===== config.mk =====
export PLATFORM = sky130hd
export DESIGN_NAME = flash_sample_reader_flat
export DESIGN_NICKNAME = d
export VERILOG_FILES = /design/src/rtl/flash_sample_reader_if.sv /design/src/rtl/flash_sample_reader.sv /design/src/flat_wrapper.sv
export SDC_FILE = /design/constraint.sdc
export NUM_CORES = 1
export LEC_CHECK = 0
export ABC_CLOCK_PERIOD_IN_PS = 3100
export BUFFER_PORTS_ARGS = -buffer_cell sky130_fd_sc_hd__buf_2
export CORE_ASPECT_RATIO = 0.6
export CORE_UTILIZATION = 50
export DETAILED_ROUTE_END_ITERATION = 12
export PLACE_DENSITY = 0.79
export SLEW_MARGIN = 20
export SYNTH_ARGS = -nofsm -noshare
export SYNTH_HDL_FRONTEND = slang
export SYNTH_SLANG_ARGS = --single-unit

===== constraint.sdc =====
create_clock -name clk -period 3.1 [get_ports clk]
set_clock_uncertainty 0.1 [all_clocks]
set_input_delay 0.31 -clock clk [delete_from_list [all_inputs] [get_ports clk]]
set_output_delay 0.31 -clock clk [all_outputs]
set_load 0.02 [all_outputs]

===== src/rtl/flash_sample_reader_if.sv =====
// Avalon-MM read-only bus between the sample reader (master) and the flash
// controller (slave).
interface flash_sample_reader_if;
  logic        flash_read;
  logic [22:0] flash_address;
  logic [3:0]  flash_byteenable;
  logic        flash_waitrequest;
  logic [31:0] flash_readdata;
  logic        flash_readdatavalid;

  modport master (
    output flash_read, flash_address, flash_byteenable,
    input  flash_waitrequest, flash_readdata, flash_readdatavalid
  );

  modport slave (
    input  flash_read, flash_address, flash_byteenable,
    output flash_waitrequest, flash_readdata, flash_readdatavalid
  );
endinterface


===== src/rtl/flash_sample_reader.sv =====
// Fetches one 32-bit flash word per address strobe and plays it out as two
// 16-bit audio samples on consecutive sample-rate strobes.
module flash_sample_reader (
  input  logic                          clk,
  input  logic                          rst,
  input  logic [22:0]                   start_addr,
  input  logic                          addr_valid,
  input  logic                          edge_trigger,
  input  logic                          direction,
  flash_sample_reader_if.master         flash,
  output logic [15:0]                   sample,
  output logic                          sample_valid,
  output logic                          fetch_done,
  output logic                          busy,
  output logic [7:0]                    underrun_cnt
);

  typedef enum logic [2:0] {IDLE, REQ, WAIT_DATA, EDGE1, EDGE2, DONE} state_t;

  state_t      state_q, state_d;
  logic [22:0] addr_q;
  logic [31:0] word_q;
  logic        dir_q;

  logic accept, capture, emit1, emit2, underrun;

  // A read may complete in the same cycle the request is accepted.
  assign accept   = (state_q == REQ) && !flash.flash_waitrequest;
  assign capture  = (accept || (state_q == WAIT_DATA)) && flash.flash_readdatavalid;
  assign emit1    = (state_q == EDGE1) && edge_trigger;
  assign emit2    = (state_q == EDGE2) && edge_trigger;
  assign underrun = ((state_q == REQ) || (state_q == WAIT_DATA)) && edge_trigger;

  // Bus outputs follow state directly so reset drops the read at once.
  assign flash.flash_read       = (state_q == REQ);
  assign flash.flash_address    = addr_q;
  assign flash.flash_byteenable = 4'hF;
  assign busy                   = (state_q != IDLE);

  // State register.
  always_ff @(posedge clk or posedge rst) begin
    if (rst) state_q <= IDLE;
    else     state_q <= state_d;
  end

  // Next-state logic.
  always_comb begin
    state_d = state_q;
    unique case (state_q)
      IDLE:      if (addr_valid) state_d = REQ;
      REQ:       if (capture) state_d = EDGE1;
                 else if (accept) state_d = WAIT_DATA;
      WAIT_DATA: if (capture) state_d = EDGE1;
      EDGE1:     if (edge_trigger) state_d = EDGE2;
      EDGE2:     if (edge_trigger) state_d = DONE;
      DONE:      state_d = IDLE;
      default:   state_d = IDLE;
    endcase
  end

  // Datapath: address latch, word capture, sample playout, strobes, underruns.
  always_ff @(posedge clk or posedge rst) begin
    if (rst) begin
      addr_q       <= '0;
      word_q       <= '0;
      dir_q        <= 1'b0;
      sample       <= '0;
      sample_valid <= 1'b0;
      fetch_done   <= 1'b0;
      underrun_cnt <= '0;
    end else begin
      if ((state_q == IDLE) && addr_valid) addr_q <= start_addr;
      if (capture) word_q <= flash.flash_readdata;
      sample_valid <= emit1 || emit2;
      // fetch_done lands the cycle after DONE, so it never meets the
      // second sample_valid, which lands in DONE itself.
      fetch_done   <= (state_q == DONE);
      if (emit1) begin
        dir_q  <= direction;
        sample <= direction ? word_q[31:16] : word_q[15:0];
      end
      if (emit2) sample <= dir_q ? word_q[15:0] : word_q[31:16];
      if (underrun && (underrun_cnt != 8'd255)) underrun_cnt <= underrun_cnt + 8'd1;
    end
  end

endmodule


===== src/flat_wrapper.sv =====
// flat-port wrapper written by rule: the top's interface ports become plain ports
module flash_sample_reader_flat 
  (clk, rst, start_addr, addr_valid, edge_trigger, direction, sample, sample_valid, fetch_done, busy, underrun_cnt, flash_flash_read, flash_flash_address, flash_flash_byteenable, flash_flash_waitrequest, flash_flash_readdata, flash_flash_readdatavalid);
  flash_sample_reader_if flash_i ();
  input  logic clk;
  input  logic rst;
  input  logic [22:0] start_addr;
  input  logic addr_valid;
  input  logic edge_trigger;
  input  logic direction;
  output logic [15:0] sample;
  output logic sample_valid;
  output logic fetch_done;
  output logic busy;
  output logic [7:0] underrun_cnt;
  output wire logic [$bits(flash_i.flash_read)-1:0] flash_flash_read;
  output wire logic [$bits(flash_i.flash_address)-1:0] flash_flash_address;
  output wire logic [$bits(flash_i.flash_byteenable)-1:0] flash_flash_byteenable;
  input wire logic [$bits(flash_i.flash_waitrequest)-1:0] flash_flash_waitrequest;
  input wire logic [$bits(flash_i.flash_readdata)-1:0] flash_flash_readdata;
  input wire logic [$bits(flash_i.flash_readdatavalid)-1:0] flash_flash_readdatavalid;
  assign flash_flash_read = flash_i.flash_read;
  assign flash_flash_address = flash_i.flash_address;
  assign flash_flash_byteenable = flash_i.flash_byteenable;
  assign flash_i.flash_waitrequest = flash_flash_waitrequest;
  assign flash_i.flash_readdata = flash_flash_readdata;
  assign flash_i.flash_readdatavalid = flash_flash_readdatavalid;
  flash_sample_reader u_core (.clk(clk), .rst(rst), .start_addr(start_addr), .addr_valid(addr_valid), .edge_trigger(edge_trigger), .direction(direction), .flash(flash_i), .sample(sample), .sample_valid(sample_valid), .fetch_done(fetch_done), .busy(busy), .underrun_cnt(underrun_cnt));
endmodule

==> summary.txt <==
Floorplanning
  – Die X-Extent: 112 um
  – Starting Density: 53.1%
  – Row Count: 23
  – Boundary pin count: 117
  – Vertical die dimension: 68.1 um
  – Die area: 7630 um^2
  – Area of the core: 6850 um^2

Routing
  – Number of vias per cell after detailed routing: 5.15
  – Wire length after detailed routing: 7100 um
  – First drt pass iteration count: 8
  – Detailed-route wire length per cell: 15.2 um
  – Number of violations reported at the end of detailed-routing iteration 0: 152
  – Via count: 2408
  – Post-DRT Antenna Nets: 0
  – Number of remaining DRC errors: 10

GRT
  – All-Layer GR Usage: 19.6%
  – Antenna violations before repair: 0
  – Largest net degree at the start of global routing: 38
  – First-pass GRT wire length: 11200 um
  – Via count of the first global-routing pass: 2274
  – GRT Residual Overflow: 0

Clock tree
  – Cts-stage hold buffer count: 1
  – Clock H-tree levels: 3
  – Number of cells upsized or downsized after cts: 0
  – Root Driver: clkbuf_16
  – Clock sinks: 85
  – Number of setup buffers added after CTS: 0
  – CTS tree: done
  – CTS clk-pin slew, worst paths: 60 ps
  – Skew-Pair Late Insertion Delay: 330 ps
  – Worst-case clock buffer depth: 2
  – Number of buffers added by the clock tree synthesis step: 9

Outcome
  – Failing checks: design-rule violations
  – Result of the run: finished with violations

Setup path
  – Element type at the critical path start: flop
  – Maximum fanout along the worst path: 16
  – Element type at the critical path end: flop
  – Critical Setup Path Class: flop to flop
  – Worst endpoint required time: 3270 ps
  – Crit path arrival time: 2270 ps

Synth
  – Warnings, synthesis: 0
  – Proportion of register bits with asynchronous set or reset after synthesis: 100%
  – Count of different cell masters after synthesis: 37
  – Gate Count Post-Synth: 263
  – Synthesized area per cell: 13.8 um^2
  – Number of enable flip-flop cells after synthesis: 0
  – Total of flip-flops plus latches after synthesis: 85
  – Most instantiated flip-flop cell in the synthesis netlist: dfrtp_1
  – Sequential share of the synthesized area: 58.5%
  – Synth Cell Area: 3640 um^2

STA
  – Number of pins with negative max-slew slack in the final report: 0
  – Sum of negative setup slack: 0 ps
  – Final clock period utilization by the worst path: 67.6%
  – Final setup fails: 0
  – Max-Slew Margin vs Limit: 55.9%
  – Final critical delay including setup and external delays: 2100 ps
  – Final-report hold violation count: 0
  – Least-Margin Pin Slew: 662 ps
  – Setup repair after global routing missed its margin: false
  – Final worst slack: 1000 ps
  – Maximum frequency from static timing analysis: 477 MHz

Finish
  – Number of inserted filler cells in the final layout: 546
  – Multi-input gate area: 1330 um^2
  – FF+latch area: 2130 um^2
  – Count of antenna diodes in the layout: 0
  – Fraction of final layout cells with drive strength greater than 1: 50.9%
  – Non-filler cells in the finished layout: 468
  – End-of-flow core utilization: 65.6%
  – Growth of design area from synthesis to finish: 23.6%
  – Nets: 439

Run
  – Max_cap viols: 0

Power and ir drop
  – Power density over the cells: 1090 nW/um^2
  – Max IR drop VDD: 0.000469 V
  – Leakage power total: 2.19 nW

Placement
  – Half-perimeter wire length after placement: 5050 um
  – Global placer's final weighted congestion: 0.751
  – Number of buffer cells added on primary ports: 112
  – Setup WS pre-CTS: 1020 ps
  – Total placed cells including tap cells: 451

Hold path
  – Hold Crit Class: primary input to flop
[layout make-up]
| cell class | count | area share (%) |
|---|---|---|
| clock buffer | 9 | 5.01 |
| clock inverter | 7 | 1.64 |
| inverter | 7 | 0.612 |
| multi-input combinational | 156 | 29.6 |
| sequential | 85 | 47.3 |
| tap | 87 | 2.42 |
| timing repair buffer | 117 | 13.4 |
[logic make-up after synthesis]
family | after synthesis | share of synthesized area [%]
buffers and inverters | 25 | 5.20
xor gates and xnor gates | 5 | 1.20
adders and majority gates | 1 | 0.344
AOI/OAI and AO/OA | 31 | 7.50
DFF | 85 | 58.5
and+or+nand+nor | 57 | 9.22
other | 1 | 0.103
muxes | 58 | 17.9
[flip-flops by register name (all words and copies together), names as in the netlist]
name                        flops
u_core.flash.flash_address     23
u_core.sample_valid             1
u_core.state_q                  3
u_core.word_q                  32
u_core.sample                  16
u_core.fetch_done               1
u_core.underrun_cnt             8
u_core.dir_q                    1
[critical path: stages, from the launching register on]
cell and delay [ps]:
dfrtp_1 510, or3b_1 440, o2bb2ai_1 140, and2_1 570, a221o_1 260
[worst paths after layout]
path / slack [ps] / from / to / cells past startpoint
setup / recovery: 1000 / u_core.state_q[1] / u_core.sample[7] / 4
hold / removal: 90 / flash_flash_readdata[10] / u_core.word_q[10] / 2
setup reg to reg: 1000 / u_core.state_q[1] / u_core.sample[7] / 4
hold reg to reg: 380 / u_core.flash.flash_address[7] / u_core.flash.flash_address[7] / 1
max in group asynchronous: 1580 / rst / u_core.dir_q / 4
min in group asynchronous: 490 / rst / u_core.sample[15] / 3
[cell usage in the layout (no fill, tap or decap), types with 2 or more instances in the layout]
cell type	instances
buf_2	112
dfrtp_1	85
mux2_2	54
and2_1	18
a221o_1	17
nor2_1	10
nand2_1	9
clkbuf_16	9
inv_1	6
o21ai_0	5
nand4_1	5
conb_1	4
buf_4	4
nor2b_1	3
xor2_1	3
and3_1	3
mux2_1	3
clkinv_2	3
nand2b_1	2
a21oi_1	2
xnor2_1	2
inv_6	2
[cell usage after synthesis (2+ instances only)]
| master | count | area (um^2) |
|---|---|---|
| inv_1 | 7 | 26.3 |
| a221o_1 | 17 | 170 |
| clkbuf_1 | 2 | 7.51 |
| nor2_1 | 10 | 37.5 |
| dfrtp_1 | 85 | 2130 |
| mux2_1 | 3 | 33.8 |
| and3_1 | 3 | 18.8 |
| buf_4 | 5 | 37.5 |
| xor2_1 | 3 | 26.3 |
| xnor2_1 | 2 | 17.5 |
| nand2_1 | 9 | 33.8 |
| and2_1 | 18 | 113 |
| o21ai_0 | 5 | 25.0 |
| nand4_1 | 5 | 31.3 |
| nand2b_1 | 2 | 12.5 |
| nor2b_1 | 3 | 18.8 |
| buf_6 | 10 | 113 |
| mux2_2 | 54 | 608 |
| a21oi_1 | 2 | 10.0 |
[through the flow]
step                area [um^2]  total power [mW]  hold WS, ps
finish                     4490              4.90         88.1
detailed placement         4190              3.87          315
CTS                        4490              4.95         79.5
global placement           4190              3.78          309
floorplan                  3650              3.37          342
global route               4490              5.19         90.9
[routing by layer]
layer / GRT usage, % / part of all wire, %
met5: 0 / 0
met4: 8.00 / 1.3
met3: 6.11 / 6.4
met2: 30.7 / 46
met1: 25.9 / 47
[power breakdown]
part           leakage, nW  internal (mW)  switching, mW
logic                 1.02          0.889          0.965
registers             1.03           1.65          0.340
clock network        0.146          0.627          0.430
total                 2.19           3.16           1.73
Note: power is estimated with default switching activity, not from simulation.
